**config.mk**
```make
export PLATFORM = sky130hd
export DESIGN_NAME = bsg_rr_mux_sched
export DESIGN_NICKNAME = d
export VERILOG_FILES = /design/src/rtl/bsg_rr_mux_sched_pkg.sv /design/src/rtl/bsg_rr_mux_sched_arb.sv /design/src/rtl/bsg_rr_mux_sched.sv
export SDC_FILE = /design/constraint.sdc
export NUM_CORES = 1
export LEC_CHECK = 0
export CORE_MARGIN = 4
export CORE_UTILIZATION = 33
export DETAILED_ROUTE_END_ITERATION = 8
export PLACE_DENSITY = 0.76
export SLEW_MARGIN = 10
export SYNTH_ARGS = -nofsm -noshare
export SYNTH_HDL_FRONTEND = slang
export SYNTH_HIERARCHICAL = 1
export SYNTH_SLANG_ARGS = --single-unit
```
**constraint.sdc**
```tcl
create_clock -name clk_i -period 3 [get_ports clk_i]
set_input_delay 0.45 -clock clk_i [delete_from_list [all_inputs] [get_ports clk_i]]
set_output_delay 0.45 -clock clk_i [all_outputs]
set_load 0.02 [all_outputs]
```
**src/rtl/bsg_rr_mux_sched_pkg.sv**
```systemverilog
// bsg_rr_mux_sched_pkg: shared lock-state type and index-width helper for the
// round-robin mux scheduler.
package bsg_rr_mux_sched_pkg;

    typedef enum logic {IDLE = 1'b0, LOCKED = 1'b1} lock_state_e;

    function automatic int idx_width(input int n);
        return (n > 1) ? $clog2(n) : 1;
    endfunction

endpackage

```
**src/rtl/bsg_rr_mux_sched_arb.sv**
```systemverilog
// bsg_rr_mux_sched_arb: one-hot round-robin grant starting at ptr+1, restricted
// to the requesters enabled by mask_i.
module bsg_rr_mux_sched_arb
    import bsg_rr_mux_sched_pkg::*;
#(
    parameter int els_p = 4,
    localparam int idx_w = idx_width(els_p)
) (
    input  logic [els_p-1:0] req_i,
    input  logic [idx_w-1:0] ptr_i,
    input  logic [els_p-1:0] mask_i,
    output logic [els_p-1:0] grant_o
);

    logic [els_p-1:0] cand;
    logic [idx_w-1:0] k;
    logic             found;

    assign cand = req_i & mask_i;

    always_comb begin
        grant_o = '0;
        found   = 1'b0;
        k       = '0;
        for (int i = 1; i <= els_p; i++) begin
            k = idx_w'((int'(ptr_i) + i) % els_p);
            if (!found && cand[k]) begin
                grant_o[k] = 1'b1;
                found      = 1'b1;
            end
        end
    end

endmodule

```
**src/rtl/bsg_rr_mux_sched.sv**
```systemverilog
// bsg_rr_mux_sched: round-robin N:1 mux into a one-entry output register.
// Define BSG_RR_MUX_SCHED_LOCK_EN to hold the grant on one requester until its last beat.
module bsg_rr_mux_sched
    import bsg_rr_mux_sched_pkg::*;
#(
    parameter int els_p   = 4,
    parameter int width_p = 16,
    localparam int idx_w  = idx_width(els_p)
) (
    input  logic                     clk_i,
    input  logic                     reset_i,
    input  logic [els_p-1:0]         v_i,
    input  logic [els_p*width_p-1:0] data_i,
    input  logic [els_p-1:0]         last_i,
    output logic [els_p-1:0]         yumi_o,
    output logic                     v_o,
    output logic [width_p-1:0]       data_o,
    output logic                     last_o,
    input  logic                     ready_i
);

    logic [els_p-1:0]   grant, mask;
    logic [idx_w-1:0]   ptr_q, ptr_d, gidx;
    logic               v_q, v_d, last_q, last_d;
    logic               load, accept, sel_last;
    logic [width_p-1:0] data_q, data_d, sel_data;
`ifdef BSG_RR_MUX_SCHED_LOCK_EN
    lock_state_e        state_q, state_d;
    logic [idx_w-1:0]   owner_q, owner_d;
`endif

    assign load = ~v_q | ready_i;

`ifdef BSG_RR_MUX_SCHED_LOCK_EN
    assign mask = (state_q == LOCKED) ? (els_p'(1) << owner_q) : '1;
`else
    assign mask = '1;
`endif

    bsg_rr_mux_sched_arb #(.els_p(els_p)) arb (
        .req_i  (v_i),
        .ptr_i  (ptr_q),
        .mask_i (mask),
        .grant_o(grant)
    );

    assign yumi_o = reset_i ? '0 : (grant & {els_p{load}});
    assign accept = |yumi_o;

    always_comb begin
        sel_data = '0;
        sel_last = 1'b0;
        gidx     = '0;
        for (int i = 0; i < els_p; i++) begin
            sel_data = sel_data | (data_i[i*width_p +: width_p] & {width_p{grant[i]}});
            sel_last = sel_last | (last_i[i] & grant[i]);
            if (grant[i]) gidx = idx_w'(i);
        end
    end

    always_comb begin
        v_d    = accept | (v_q & ~ready_i);
        data_d = accept ? sel_data : data_q;
        last_d = accept ? sel_last : last_q;
`ifdef BSG_RR_MUX_SCHED_LOCK_EN
        ptr_d   = (accept && sel_last) ? gidx : ptr_q;
        state_d = state_q;
        owner_d = owner_q;
        if (accept && state_q == IDLE && !sel_last) begin
            state_d = LOCKED;
            owner_d = gidx;
        end else if (accept && sel_last) begin
            state_d = IDLE;
        end
`else
        ptr_d = accept ? gidx : ptr_q;
`endif
    end

    always_ff @(posedge clk_i) begin
        if (reset_i) begin
            v_q     <= 1'b0;
            data_q  <= '0;
            last_q  <= 1'b0;
            ptr_q   <= idx_w'(els_p - 1);
`ifdef BSG_RR_MUX_SCHED_LOCK_EN
            state_q <= IDLE;
            owner_q <= '0;
`endif
        end else begin
            v_q     <= v_d;
            data_q  <= data_d;
            last_q  <= last_d;
            ptr_q   <= ptr_d;
`ifdef BSG_RR_MUX_SCHED_LOCK_EN
            state_q <= state_d;
            owner_q <= owner_d;
`endif
        end
    end

    assign v_o    = v_q;
    assign data_o = data_q;
    assign last_o = last_q;

endmodule

```
==> impl_results.md <==
* Status: finished, violations left
* Failing checks: negative setup slack
* Avg Cell Area, Syn at 8.60 um2
* Leakage at 1.17 nW
* Top FF cell, synth: dfxtp_1
* # rows at 24
* Dpl cell area at 2740 um2
* IO buf count at 96
* Async SR Flop Fraction at 0%
* Final Max Slew Viols at 0
* Final Util at 70.5%
* Crit path cell chain: inv_2 > ha_4 > inv_4 > mux4_2 > a22oi_2 > nand3_2 > buf_6 > or4_4 > clkbuf_16 > a31oi_1 > a311oi_1
* Critical Path Max Stage Delay at 0.60 ns
* Antenna viol nets, final at 0
* Crit path kind: flip-flop to flip-flop
* Count of cell types in the netlist at 34
* Layout area overhead at 105%
* Via density at 6.02
* Dpl hpwl at 4.50 mm
* Count of final hold-check violations at 0
* Hold Path Class: flip-flop to flip-flop
* Peak supply drop at 0.866 mV
* EDFF count, synth at 0
* CTS tree: done
* Yosys top cell area share at 26.6%
* Antenna fix cells at 0
* Starting Density at 34.3%
* Post-place setup slack at -0.494 ns
* Clk pin slew, worst setup/hold paths at 0.08 ns
* Tcrit/Tclk final at 101%
* Final Power at 0.00338 W
* 1st-iter DRT viols at 177
* Final instance area at 3090 um2
* Global-route wire length before repair at 8.94 mm
* # DRC at 0
* Clock Tree Buf Depth at 2
* GR Overflow Total at 0
* Routability congestion estimate at 0.921
* Clock Skews at 0.00536 ns
* Fmax at 0.331 GHz
* Die Span Y at 75.5 um
* Nets@finish at 387
* Final setup fails at 1
* Initial antenna violation count at 0
* Register area share after synthesis at 26.6%
* Core area at 4380 um2
* Clk_lat worst skew at 0.27 ns
* Die X at 75.5 um
* Hold_ws at 0.557 ns
* Num CTS Buffers at 3
* CP endpoint kind: flip-flop
* Area leader, netlist: dfxtp_1
* Total die area at 5710 um2
* CP required at 3.14 ns
* Synth Instances at 175
* Crit start category: flip-flop
* Clock root buffer: clkbuf_8
* CP arrival at 3.16 ns
* RSZ-0062 raised after global routing: yes
* Power per cell area at 1100 nW/um2
* Setup ws final at -0.0207 ns
* Seq cells post-synth at 20
* Actual slew at the worst max-slew pin at 0.608 ns
* Max Cap Viol at 0
* 1st-pass router iterations at 5
* Via count of the routed design at 2136
* Largest net degree at the start of global routing at 23
* CTS Sinks at 20
* Mapped Area at 1510 um2
* Top post-synthesis cells by area: dfxtp_1 27%, a22oi_1 19%, a311oi_1 9.9%
* Slew Limit Headroom at 59.4%
* Drt wl/cell at 18.9 um
* Total track usage at 20.1%
* CP max stage cell: mux4_2
* YS warnings at 6
* Vias in the first global route at 1919
* Crit path max fanout at 5
* Post-Route WL at 6.71 mm
* H-tree depth at 1
* Min Tclk post-route at 3.02 ns
* # IOs at 97
* Share of layout cells above drive strength 1 at 25.7%
## sequential cells by signal, summed over array words and instances, names as in the netlist
register and count:
ptr_q 2, v_o 1, data_o 16, last_o 1
## per-layer routing
metal  share of wire [%]  routed length (um)  GRT usage [%]  up-vias
li1                    -                   -              -      980
met1                  39                2610           25.6     1014
met2                  51                3390           35.1      130
met3                  10                 672           4.22       12
met4                0.51                  34           3.69        0
met5                   0                   0              0        -
## synth_stat cells, drive strengths merged, types with 4 or more instances
cell type  count
clkbuf        10
ha             8
buf            7
a31oi         17
dfxtp         20
and2           4
inv            5
a22oi         38
a311oi        17
nand2          4
nand3         12
o21ai          4
## logic make-up after synthesis
kind of cell	synth area share, %
compound gates	42.4
fa+ha+maj	6.65
buf+inv	6.23
flops	26.6
mux	2.99
other cells	0.249
simple gates	14.9
## final cells by class
class / count / area [um2]
Timing Repair Buffer: 132 / 1300
Clock buffer: 4 / 66.3
Sequential cell: 20 / 405
Fill cell: 316 / 1290
Multi-Input combinational cell: 142 / 1230
Tap cell: 52 / 65.1
Inverter: 5 / 21.3
## critical path: cells and delay by family (launching register included)
kind / cells / cell delay (ns)
DFF: 1 / 0.35
and+or+nand+nor: 2 / 0.72
buffers and inverters: 4 / 0.45
AOI/OAI and AO/OA: 3 / 0.52
adders and majority gates: 1 / 0.24
muxes: 1 / 0.60
## where the power goes
group          total [W]  switching (W)  internal, W
combinational    0.00267        0.00133      0.00133
sequential      0.000469      0.0000795     0.000390
clock           0.000248       0.000103     0.000145
## path summary, 6_finish.rpt
| kind | start | to | slack [ns] | cells after the start |
|---|---|---|---|---|
| worst min register to register | data_o[5] | data_o[5] | 0.56 | 2 |
| worst max-delay path | ptr_q[0] | data_o[7] | -0.02 | 11 |
| worst min-delay path | data_o[5] | data_o[5] | 0.56 | 2 |
| worst max register to register | ptr_q[0] | data_o[7] | -0.02 | 11 |
## stage by stage
step / instances / setup TNS [ns]
2_1_floorplan: 184 / 0
3_3_place_gp: 346 / -7.10
3_5_place_dp: 346 / -9.15
4_1_cts: 352 / -0.0519
5_1_grt: 355 / -0.861
6_report: 355 / -0.0207
## cells in the final DEF, fill, tap and decap left out, types with 4 or more instances in the layout
cell | netlist | routed
clkdlybuf4s50_1 | 0 | 88
a22oi_1 | 38 | 34
buf_4 | 2 | 28
dfxtp_1 | 20 | 18
a311oi_1 | 17 | 15
a31oi_1 | 17 | 13
conb_1 | 1 | 10
nand3_1 | 12 | 8
ha_1 | 8 | 7
a31oi_4 | 0 | 4
nand2_1 | 4 | 4
and2_4 | 4 | 4
a22oi_2 | 0 | 4
o21ai_0 | 4 | 4
nand3_2 | 0 | 4
dlymetal6s2s_1 | 0 | 4
## repair_timing
item	CTS	global route
endpoints found under the hold margin	0	0
hold buffers	0	0
endpoints found under the setup margin	21	22
cloned	0	1
setup buffers	2	2
gates resized for setup	18	33
pin swaps	2	13
Power figures use the tool's default switching activity.
